File: src/rtl/mem_req_arbiter.sv
// Round-robin arbiter for two write clients and one read client in front
// of the single-port BRAM controller; one transaction in flight at a time.
module mem_req_arbiter #(
   parameter int ADDR_W = 10,
   parameter int DATA_W = 8
) (
   input  logic              clk_i,
   input  logic              rst_i,
   input  logic              wr0_req_i,
   input  logic [ADDR_W-1:0] wr0_addr_i,
   input  logic [DATA_W-1:0] wr0_data_i,
   output logic              wr0_ack_o,
   input  logic              wr1_req_i,
   input  logic [ADDR_W-1:0] wr1_addr_i,
   input  logic [DATA_W-1:0] wr1_data_i,
   output logic              wr1_ack_o,
   input  logic              rd_req_i,
   input  logic [ADDR_W-1:0] rd_addr_i,
   output logic              rd_ack_o,
   output logic              rd_valid_o,
   output logic [DATA_W-1:0] rd_data_o,
   input  logic              ctrl_ready_i,
   output logic              ctrl_read_en_o,
   output logic [1:0]        ctrl_write_en_o,
   output logic [ADDR_W-1:0] mem_addr_o,
   output logic [DATA_W-1:0] mem_wdata_o,
   input  logic [DATA_W-1:0] mem_rdata_i
);

   typedef enum logic [1:0] {
      S_IDLE,
      S_ISSUE,
      S_ACCESS,
      S_RDATA
   } state_t;

   state_t     state;
   logic [1:0] ptr;
   logic       is_rd;
   logic [2:0] req;
   logic [2:0] gnt;

   assign req = {rd_req_i, wr1_req_i, wr0_req_i};

   // ptr names the client with highest priority: 0=wr0, 1=wr1, 2=rd
   always_comb begin
      gnt = 3'b000;
      if (state == S_IDLE) begin
         case (ptr)
            2'd0: begin
               gnt[0] = req[0];
               gnt[1] = ~req[0] & req[1];
               gnt[2] = ~req[0] & ~req[1] & req[2];
            end
            2'd1: begin
               gnt[1] = req[1];
               gnt[2] = ~req[1] & req[2];
               gnt[0] = ~req[1] & ~req[2] & req[0];
            end
            default: begin
               gnt[2] = req[2];
               gnt[0] = ~req[2] & req[0];
               gnt[1] = ~req[2] & ~req[0] & req[1];
            end
         endcase
      end
   end

   assign wr0_ack_o = gnt[0];
   assign wr1_ack_o = gnt[1];
   assign rd_ack_o  = gnt[2];

   always_ff @(posedge clk_i or posedge rst_i) begin
      if (rst_i) begin
         state           <= S_IDLE;
         ptr             <= 2'd0;
         is_rd           <= 1'b0;
         ctrl_read_en_o  <= 1'b0;
         ctrl_write_en_o <= 2'b00;
         mem_addr_o      <= '0;
         mem_wdata_o     <= '0;
         rd_data_o       <= '0;
         rd_valid_o      <= 1'b0;
      end else begin
         rd_valid_o <= 1'b0;
         case (state)
            S_IDLE: begin
               if (|gnt) begin
                  state <= S_ISSUE;
                  is_rd <= gnt[2];
                  unique case (1'b1)
                     gnt[2]: begin
                        mem_addr_o     <= rd_addr_i;
                        ctrl_read_en_o <= 1'b1;
                        ptr            <= 2'd0;
                     end
                     gnt[1]: begin
                        mem_addr_o      <= wr1_addr_i;
                        mem_wdata_o     <= wr1_data_i;
                        ctrl_write_en_o <= 2'b10;
                        ptr             <= 2'd2;
                     end
                     gnt[0]: begin
                        mem_addr_o      <= wr0_addr_i;
                        mem_wdata_o     <= wr0_data_i;
                        ctrl_write_en_o <= 2'b01;
                        ptr             <= 2'd1;
                     end
                  endcase
               end
            end
            S_ISSUE: begin
               if (ctrl_ready_i) begin
                  ctrl_read_en_o  <= 1'b0;
                  ctrl_write_en_o <= 2'b00;
                  state           <= S_ACCESS;
               end
            end
            S_ACCESS: begin
               state <= is_rd ? S_RDATA : S_IDLE;
            end
            S_RDATA: begin
               rd_data_o  <= mem_rdata_i;
               rd_valid_o <= 1'b1;
               state      <= S_IDLE;
            end
            default: state <= S_IDLE;
         endcase
      end
   end

endmodule

File: config.mk
export PLATFORM = sky130hd
export DESIGN_NAME = mem_req_arbiter
export DESIGN_NICKNAME = d
export VERILOG_FILES = /design/src/rtl/mem_req_arbiter.sv
export SDC_FILE = /design/constraint.sdc
export NUM_CORES = 1
export LEC_CHECK = 0
export ABC_AREA = 1
export CAP_MARGIN = 0
export CORE_MARGIN = 8
export CORE_UTILIZATION = 30
export DETAILED_ROUTE_END_ITERATION = 12
export PLACE_DENSITY = 0.73
export RECOVER_POWER = 25
export SLEW_MARGIN = 20
export SYNTH_ARGS = -nofsm -noshare
export SYNTH_HDL_FRONTEND = slang
export SYNTH_SLANG_ARGS = --single-unit
File: constraint.sdc
create_clock -name clk_i -period 1.4 [get_ports clk_i]
set_clock_uncertainty 0.1 [all_clocks]
set_input_delay 0.28 -clock clk_i [delete_from_list [all_inputs] [get_ports clk_i]]
set_output_delay 0.28 -clock clk_i [all_outputs]
set_load 0.005 [all_outputs]
==> impl.org, run 1 <==
** Final layout
- Fill count :: 522
- Area of combinational cells with multiple inputs :: 835 µm²
- Of the cells placed in the final design, the portion with a size suffix greater than 1 is 19.2%.
- Area growth from synthesis to layout :: 81.5%
- Commonest cells after routing, fill and taps aside :: sky130_fd_sc_hd__nand2_1 (80), sky130_fd_sc_hd__clkdlybuf4s50_1 (56), sky130_fd_sc_hd__dfrtp_1 (35)
- Area taken by flip-flops and latches :: 876 µm²
- Number of diodes added for antenna fixing :: 0
- The library cell used most frequently in the layout, excluding fill and tap cells, is sky130_fd_sc_hd__nand2_1.
- Number of nets in the finished design :: 403
- Final core utilization :: 57.0%

** GRT
- Entering global routing, the biggest net connects 36 pins.
- The number of antenna violations at the first check in global routing came to 0.
- Number of global-route vias before repair :: 2,031
- Wire length of the first global-routing pass :: 9480 µm
- For this run, the total global-route usage over all layers was measured as 13.6%.
- Total overflow reported by the global router :: 0

** Logic synthesis
- Of the post-synthesis cell area, the part taken by muxes is 0%.
- Counting flops with a built-in enable in the synthesized netlist gives 0.
- In the post-synthesis netlist, the biggest area contributors are sky130_fd_sc_hd__dfrtp_1 (50%), sky130_fd_sc_hd__nand2_1 (19%), sky130_fd_sc_hd__nand3_1 (9.2%).
- The largest total area in the synthesized netlist belongs to sky130_fd_sc_hd__dfrtp_1.
- Yosys mapped the design onto 21 distinct sky130hd cell types.
- Xor and xnor area share after synthesis :: 0%
- In this run, synthesis produced a sequential element count of 35.
- Gate Count Post-Synth :: 225
- The number of nets in the synthesized netlist is 285.
- Compound-gate portion of the synthesized area :: 4.31%
- Dominant register cell in the synthesized netlist :: sky130_fd_sc_hd__dfrtp_1
- Sequential share of the synthesized area :: 50.3%
- Synthesized-area fraction occupied by and/or/nand/nor cells :: 38.4%
- The synthesized netlist devotes 0% of its cell area to adder and majority cells.
- Dominant combinational cell family by area after synthesis :: simple AND/OR/NAND/NOR gates
- After synthesis, the share of flip-flops with an asynchronous set or reset is 100%.
- Syn Std Cell Area :: 1740 µm²
- For this run, the number of Yosys warnings is 0.
- A synthesized cell averages 7.74 µm².
- After synthesis, the largest area contributor takes up 50.3% of total cell area.

** Detailed routing
- Before antenna repair, the detailed router went through 4 iterations.
- Met2 wirelength from detailed routing :: 3070 µm
- Summed over all layers, the routed wires come to 6110 µm.
- # DRC :: 0
- Routed vias :: 1,981
- Drt wl/cell :: 14.7 µm
- Sum of met3 wire segment lengths after detailed routing :: 571 µm
- Wire length on met1 :: 2450 µm
- Highest routed metal layer :: met4
- In the routed layout, each cell is associated on average with a via count of 4.76.
- In this run the remaining antenna-violating nets after routing total 0.
- For this block, the initial DRC count from the detailed router was 72.

** Place
- Minimum setup slack after placement :: -790 ps
- Count of buffers from port buffering :: 92
- Placer congestion estimate :: 0.859
- DPL Wire Length :: 4330 µm

** Floorplan
- In this run the core area contains 27 standard-cell rows.
- For this design the top-level I/O count stands at 93.
- The core region is 5540 µm².
- Initial standard-cell utilization of the core :: 31.4%
- Floorplan die width :: 92.2 µm
- Measured along the y axis, the die boundary spans 92.2 µm.
- Die area :: 8490 µm²

** Clock network
- The H-tree generated during clock tree synthesis spans 2 levels.
- The clock reaches the later pin of the worst-skew pair after 280 ps.
- TritonCTS built the clock tree.
- The tree built by TritonCTS fans out to 35 sinks.
- Number of clock buffers inserted by TritonCTS :: 5
- Longest Clk Path Bufs :: 2
- Clock transition at the registers of the reported paths :: 70 ps
- Root Buffer Master :: sky130_fd_sc_hd__clkbuf_8

** Setup path
- On the critical path the largest part of the delay comes from flip-flops.
- Of all nets on the critical path, the largest fanout is 3.
- For this run, the slowest stage of the critical path takes 410 ps.
- Data arrival time of the worst path :: 1260 ps
- Max stage delay cell, worst path :: sky130_fd_sc_hd__dfrtp_1
- By instance count, the cell type seen most on the critical path is sky130_fd_sc_hd__nor2_4.
- The number of buffers and inverters on the critical path is 3.
- Type of destination of the critical path :: primary output
- Critical Setup Path Class :: reg -> out
- The signal on the critical path passes through nor2_4 -> inv_4 -> nor2_4 -> nand2_4 -> inv_2 -> buf_6.
- Crit path required time :: 1020 ps
- The worst setup path is launched from a register.

** Pwr
- Combinational cells account for 60.1% of the total power.
- Net switching power :: 2.45 mW
- Power per standard cell area :: 1960 nW/µm²
- Peak supply drop :: 1.21 mV
- Of the total power, the share spent switching nets is 39.6%.
- Int Pwr :: 3.74 mW
- The clock network accounts for 11.4% of the total power.
- After layout, the design draws a total of 6.19 mW.
- Leakage power :: 1.56 nW
- The share of total power dissipated in sequential elements is 28.5%.

** Outcome
- The flow ran to the end, but the final reports show violations.
- Violated checks :: setup timing

** STA
- The worst pin sits at a relative slew slack of 47.7%.
- Setup violations remaining at the end of the flow were counted as 26.
- Final Hold Fails :: 0
- Slew at the pin with the worst max-slew slack :: 784 ps
- Timing would allow up to 610 MHz.
- Number of pins with negative max-slew slack in the final report :: 0
- The final critical path takes up 117% of the cycle.
- Setup repair after global routing could not meet its margin everywhere.
- The smallest clock period supported by the final layout is computed as 1640 ps.
- Once routing completed, OpenROAD measured the worst setup slack at -239 ps.

** Hold path
- The worst hold path belongs to the class reg -> reg.

** Flow run
- Reported max-cap violation count :: 0
-- final cells by class --
cell class / count / share of cell area, %
Tap cell: 72 / 2.85
Clock buffer: 6 / 2.30
Timing Repair Buffer: 122 / 38.2
Multi-Input combinational cell: 164 / 26.4
Clock inverter: 2 / 0.396
Inverter: 15 / 2.06
Sequential cell: 35 / 27.7
-- state kept, by name, summed over array words and instances, names as in the netlist --
register / flops
mem_addr_o: 10
mem_wdata_o: 8
rd_data_o: 8
ctrl_write_en_o: 2
ptr: 2
state: 2
ctrl_read_en_o: 1
is_rd: 1
rd_valid_o: 1
-- stage by stage --
step	TNS [ps]	instance area [µm²]	instances	hold slack [ps]
finish	-5120	3160	416	372
CTS	-5600	2960	410	244
floorplan	-169	1740	225	290
global placement	-14720	2850	396	360
global route	-7770	3160	416	410
detailed placement	-15410	2850	396	360
-- cells in the mapped netlist, types with 2 or more instances --
cell / n
sky130_fd_sc_hd__inv_2: 2
sky130_fd_sc_hd__clkbuf_1: 4
sky130_fd_sc_hd__buf_2: 4
sky130_fd_sc_hd__a31oi_1: 8
sky130_fd_sc_hd__nand4_1: 10
sky130_fd_sc_hd__nor2_4: 2
sky130_fd_sc_hd__dfrtp_1: 35
sky130_fd_sc_hd__o21ai_0: 2
sky130_fd_sc_hd__inv_1: 11
sky130_fd_sc_hd__nand2_1: 89
sky130_fd_sc_hd__nor2_1: 13
sky130_fd_sc_hd__nand3_1: 32
sky130_fd_sc_hd__a21oi_1: 3
sky130_fd_sc_hd__clkinv_1: 2
sky130_fd_sc_hd__buf_6: 2
-- final timing paths --
kind / from / to / slack (ps) / cells past startpoint
worst max-delay path: state[0]$_DFFE_PP0P_ / wr0_ack_o / -240 / 6
worst min-delay path: mem_addr_o[7]$_DFFE_PP0P_ / mem_addr_o[7]$_DFFE_PP0P_ / 370 / 2
worst max register to register: state[0]$_DFFE_PP0P_ / mem_wdata_o[0]$_DFFE_PP0P_ / -230 / 10
worst min register to register: mem_addr_o[7]$_DFFE_PP0P_ / mem_addr_o[7]$_DFFE_PP0P_ / 370 / 2
max in group asynchronous: rst_i / mem_addr_o[9]$_DFFE_PP0P_ / 270 / 3
min in group asynchronous: rst_i / mem_wdata_o[4]$_DFFE_PP0P_ / 430 / 3
-- layer usage --
layer  vias to the layer above  GRT usage [%]
li1                        970              -
met1                       932           15.3
met2                        77           23.5
met3                         2           6.36
met4                         0           1.74
met5                         -              0
-- worst reg2reg max path, delay by kind of cell (launching register included) --
kind / cells / cell delay, ps
simple gates: 5 / 480
compound gates: 1 / 140
buf+inv: 4 / 430
flops: 1 / 410
-- power by group through the flow --
stage	Combinational [mW]	Clock, mW	Sequential, mW
floorplan	1.53	0	1.81
global route	4.12	0.794	1.84
detailed placement	3.25	0	1.78
CTS	3.12	0.748	1.76
finish	3.72	0.708	1.77
global placement	3.19	0	1.76
-- repair_timing --
item,in CTS,in global routing
hold buffers,0,0
gates cloned,0,2
resized for setup,53,33
endpoints found under the setup margin,58,28
buffers inserted,6,4
pin swaps,3,5
-- cell families (layout without fill, tap and decap cells) --
kind of cell | after synthesis | count (layout)
compound gates | 13 | 13
buf+inv | 26 | 145
flops | 35 | 35
simple gates | 151 | 151
No activity file was read; power rests on OpenSTA's default activity.
==> run 2, diff against run 1 <==
--- a/config.mk
+++ b/config.mk
@@ -6,7 +6,7 @@
 export NUM_CORES = 1
 export LEC_CHECK = 0
 export ABC_AREA = 1
-export CAP_MARGIN = 0
+export CAP_MARGIN = 15
 export CORE_MARGIN = 8
 export CORE_UTILIZATION = 30
 export DETAILED_ROUTE_END_ITERATION = 12
==> results of run 2 <==
Final layout, timing and power as in run 1 (identical DEF).
==> run 3, diff against run 2 <==
--- a/config.mk
+++ b/config.mk
@@ -16,3 +16,4 @@
 export SYNTH_ARGS = -nofsm -noshare
 export SYNTH_HDL_FRONTEND = slang
 export SYNTH_SLANG_ARGS = --single-unit
+export TNS_END_PERCENT = 30
==> run 3 against run 2 <==
Compared with the run above:
- the run still ends with setup timing left
- hold slack improved by 3.6 ps
- cell area decreased by 2.9%
- non-clock buffer count down 7
- via count decreased by 4.0%
- sequential power barely moved
- core utilization fell by 1.7 points
- largest cell class unchanged
==> impl.org, run 3 (same netlist as run 1, synthesis figures left out) <==
** Outcome
- Violated checks :: setup timing (unchanged)
- Result of the run: complete, but fails checks (unchanged).

** Pwr
- Combinational share of power :: 55.7% (was 60.1%)
- Leakage power :: 1.52 nW (was 1.56 nW)
- Sequential group share of total power :: 29.1% (was 28.5%)
- Power per standard cell area :: 1970 nW/µm² (was 1960 nW/µm²)
- Peak supply drop :: 0.990 mV (was 1.21 mV)
- Net switching power :: 2.34 mW (was 2.45 mW)
- The fraction of power spent switching nets is 38.8% (was 39.6%).
- Int Pwr :: 3.70 mW (was 3.74 mW)
- Clk pwr share :: 15.2% (was 11.4%)

** Setup path
- Crit path required time :: 1020 ps (about the same)
- The capture point of the worst path is wr1_ack_o (was wr0_ack_o).
- Number of stages on the worst setup path :: 5 (was 6)
- The combined buffer and inverter count along the critical path came to 3 (unchanged).
- The largest fanout on the critical path was 2 (was 3).
- The kind of cell adding the most delay to the critical path was flip-flops (unchanged).
- End of the worst register-to-register path :: mem_addr_o[0]$_DFFE_PP0P_ (was mem_wdata_o[0]$_DFFE_PP0P_)
- The depth of the worst register-to-register path came to 11 (was 10).
- The worst flop-to-flop path startpoint is state[0]$_DFFE_PP0P_ (unchanged).
- The slowest library cell on the worst path was sky130_fd_sc_hd__dfrtp_1 (unchanged).
- The kind of critical path is reg -> out (unchanged).
- Ordered cell list for the critical path: nor2_4 -> buf_4 -> nand3_4 -> inv_2 -> clkdlybuf4s15_2 (was nor2_4 -> inv_4 -> nor2_4 -> nand2_4 -> inv_2 -> buf_6).
- Sort of element at the start of the critical path :: register (unchanged)
- Data arrival time of the worst path :: 1290 ps (was 1260 ps)
- Flop2flop setup slack :: -210 ps (was -230 ps)
- The type of destination of the critical path is a primary output (unchanged).
- Worst Setup SP :: state[0]$_DFFE_PP0P_ (unchanged)
- The delay of the slowest critical-path stage was 410 ps (about the same).

** Floorplan
- The core region area came to 5540 µm² (unchanged).
- Initial standard-cell utilization of the core :: 31.4% (unchanged)
- The width of the die is 92.2 µm (unchanged).
- Die outline height :: 92.2 µm (unchanged)
- Number of standard-cell rows in the floorplan :: 27 (unchanged)
- The floorplan die area is 8490 µm² (unchanged).
- Boundary pin count :: 93 (unchanged)

** Detailed routing
- # DRC :: 0 (unchanged)
- Number of nets with antenna violations after routing :: 0 (unchanged)
- The mean number of vias per cell was 4.65 (was 4.76).
- Routed vias :: 1,901 (was 1,981)
- The number of iterations in the first detailed-routing pass is 4 (unchanged).
- Drt wl/cell :: 14.5 µm (was 14.7 µm)
- The aggregate routed wire length came to 5920 µm (was 6110 µm).
- Iteration-0 DRC count of the detailed router :: 42 (was 72)

** GRT
- The global-route wire length before repair is 9260 µm (was 9480 µm).
- The total global-route track usage was 13.2% (was 13.6%).
- The number of antenna violations at the first check in global routing is 0 (unchanged).
- The number of global-route vias before repair came to 1,991 (was 2,031).
- The pin count of the biggest net entering global routing is 36 (unchanged).
- The remaining global-route overflow came to 0 (unchanged).

** STA
- RSZ-0062 raised after global routing: yes (unchanged).
- Number of pins with negative max-slew slack in the final report :: 0 (unchanged)
- The final period utilization is 119% (was 117%).
- The worst slew margin relative to its limit is 41.6% (was 47.7%).
- The final number of setup-violating endpoints is 28 (was 26).
- Slew at the pin with the worst max-slew slack :: 876 ps (was 784 ps)
- The final worst slack was -268 ps (was -239 ps).
- Final worst path period need :: 1670 ps (was 1640 ps)
- Achievable clock frequency :: 600 MHz (was 610 MHz)
- The hold violation count in the final report came to 0 (unchanged).

** Final layout
- The combined area of the multi-input logic cells is 802 µm² (was 835 µm²).
- The number of diodes added for antenna fixing came to 0 (unchanged).
- The utilization of the core after routing is 55.3% (was 57.0%).
- Area growth from synthesis to layout :: 76.1% (was 81.5%)
- The area taken by flip-flops and latches is 876 µm² (unchanged).
- Commonest cells after routing, fill and taps aside :: sky130_fd_sc_hd__nand2_1 (79), sky130_fd_sc_hd__clkdlybuf4s50_1 (57), sky130_fd_sc_hd__dfrtp_1 (35) (was sky130_fd_sc_hd__nand2_1 (80), sky130_fd_sc_hd__clkdlybuf4s50_1 (56), sky130_fd_sc_hd__dfrtp_1 (35))
- Number of nets in the finished design :: 396 (was 403)
- Max FFs per register :: 10 (unchanged)
- The most common library cell in the layout ignoring fill and taps is sky130_fd_sc_hd__nand2_1 (unchanged).
- Fraction of layout instances using a drive strength above 1 :: 17.2% (was 19.2%)
- Register with the most flip-flops :: mem_addr_o (unchanged)
- Top flop regs :: mem_addr_o x10, mem_wdata_o x8, rd_data_o x8 (unchanged)
- The count of filler cells inserted in the layout was 534 (was 522).

** Clock network
- Maximum level of the CTS H-tree :: 2 (unchanged)
- The clock tree root driver cell is sky130_fd_sc_hd__clkbuf_8 (unchanged).
- The number of CTS-inserted buffers came to 5 (unchanged).
- The clock latency of the later-clocked register in the worst-skew pair came to 280 ps (about the same).
- Clock transition at the registers of the reported paths :: 80 ps (was 70 ps)
- The total clock sinks came to 35 (unchanged).
- The CTS tree is built (unchanged).
- The maximum clock insertion buffer count is 2 (unchanged).

** Place
- Count of buffers from port buffering :: 92 (unchanged)
- The setup slack at placement was -652 ps (was -790 ps).
- DPL Wire Length :: 4310 µm (was 4330 µm)
- The final weighted congestion of routability-driven global placement came to 0.871 (was 0.859).

** Hold path
- The path class of the lowest-slack min-delay path was reg -> reg (unchanged).

** Flow run
- Reported max-cap violation count :: 0 (unchanged)
## run 3: per-stage QoR
step	hold slack [ps]	setup TNS, ps	std cells	area (µm²)	total power, mW
after global routing	390	-7030	409	3070	6.56
after CTS	247	-6110	408	2980	5.82
after floorplan	290	-169	225	1740	3.34
final	376	-4650	409	3070	6.04
after detailed placement	363	-15740	396	2850	5.04
after global placement	358	-14580	396	2850	4.97
## run 3: worst register-to-register path, cell delays in order, from the launching register on
cell	delay [ps]
sky130_fd_sc_hd__dfrtp_1	410
sky130_fd_sc_hd__nor2_4	130
sky130_fd_sc_hd__buf_6	110
sky130_fd_sc_hd__inv_4	40
sky130_fd_sc_hd__nor2_4	100
sky130_fd_sc_hd__nand2_4	70
sky130_fd_sc_hd__buf_8	140
sky130_fd_sc_hd__nand2_8	90
sky130_fd_sc_hd__nor2_4	60
sky130_fd_sc_hd__buf_12	140
sky130_fd_sc_hd__nand2_1	60
sky130_fd_sc_hd__nand2_1	50
## run 3: final cells by class
type,count,area share (%)
Tap cell,72,2.94
Clock buffer,5,2.24
Inverter,15,2.04
Multi-Input combinational cell,164,26.2
Sequential cell,35,28.6
Clock inverter,3,1.43
Timing Repair Buffer,115,36.6
## run 3: power by group through the flow
stage / clock, mW / sequential (mW) / combinational, mW
2_1_floorplan: 0 / 1.81 / 1.53
3_3_place_gp: 0 / 1.76 / 3.20
3_5_place_dp: 0 / 1.78 / 3.26
4_1_cts: 0.942 / 1.75 / 3.12
5_1_grt: 0.980 / 1.82 / 3.76
6_report: 0.916 / 1.76 / 3.37
## run 3: worst min-delay path by stage
stage,from,endpoint,slack [ps],cells after the start
CTS,rst_i,rd_data_o[1]$_DFFE_PP0P_,250,3
global placement,is_rd$_DFFE_PP0P_,is_rd$_DFFE_PP0P_,360,2
floorplan,mem_rdata_i[0],rd_data_o[0]$_DFFE_PP0P_,290,2
detailed placement,ctrl_write_en_o[1]$_DFFE_PP0P_,ctrl_write_en_o[1]$_DFFE_PP0P_,360,2
finish,rd_data_o[3]$_DFFE_PP0P_,rd_data_o[3]$_DFFE_PP0P_,380,2
global route,mem_addr_o[8]$_DFFE_PP0P_,mem_addr_o[8]$_DFFE_PP0P_,390,2
## run 3: routing by layer
| layer | up-vias | wire, µm | share of wire, % | global-route usage [%] |
|---|---|---|---|---|
| met5 | - | 0 | 0 | 0 |
| met4 | 0 | 25 | 0.42 | 2.42 |
| met3 | 5 | 451 | 7.6 | 5.54 |
| met2 | 66 | 2870 | 48 | 22.5 |
| met1 | 878 | 2580 | 44 | 15.2 |
| li1 | 952 | - | - | - |
## run 3: timing repair
| action | in CTS | in global routing |
|---|---|---|
| gates resized for setup | 55 | 23 |
| cloned | 0 | 1 |
| setup buffers | 4 | 1 |
| setup endpoints to repair | 58 | 29 |
| pin swaps | 4 | 4 |
| hold buffers | 0 | 0 |
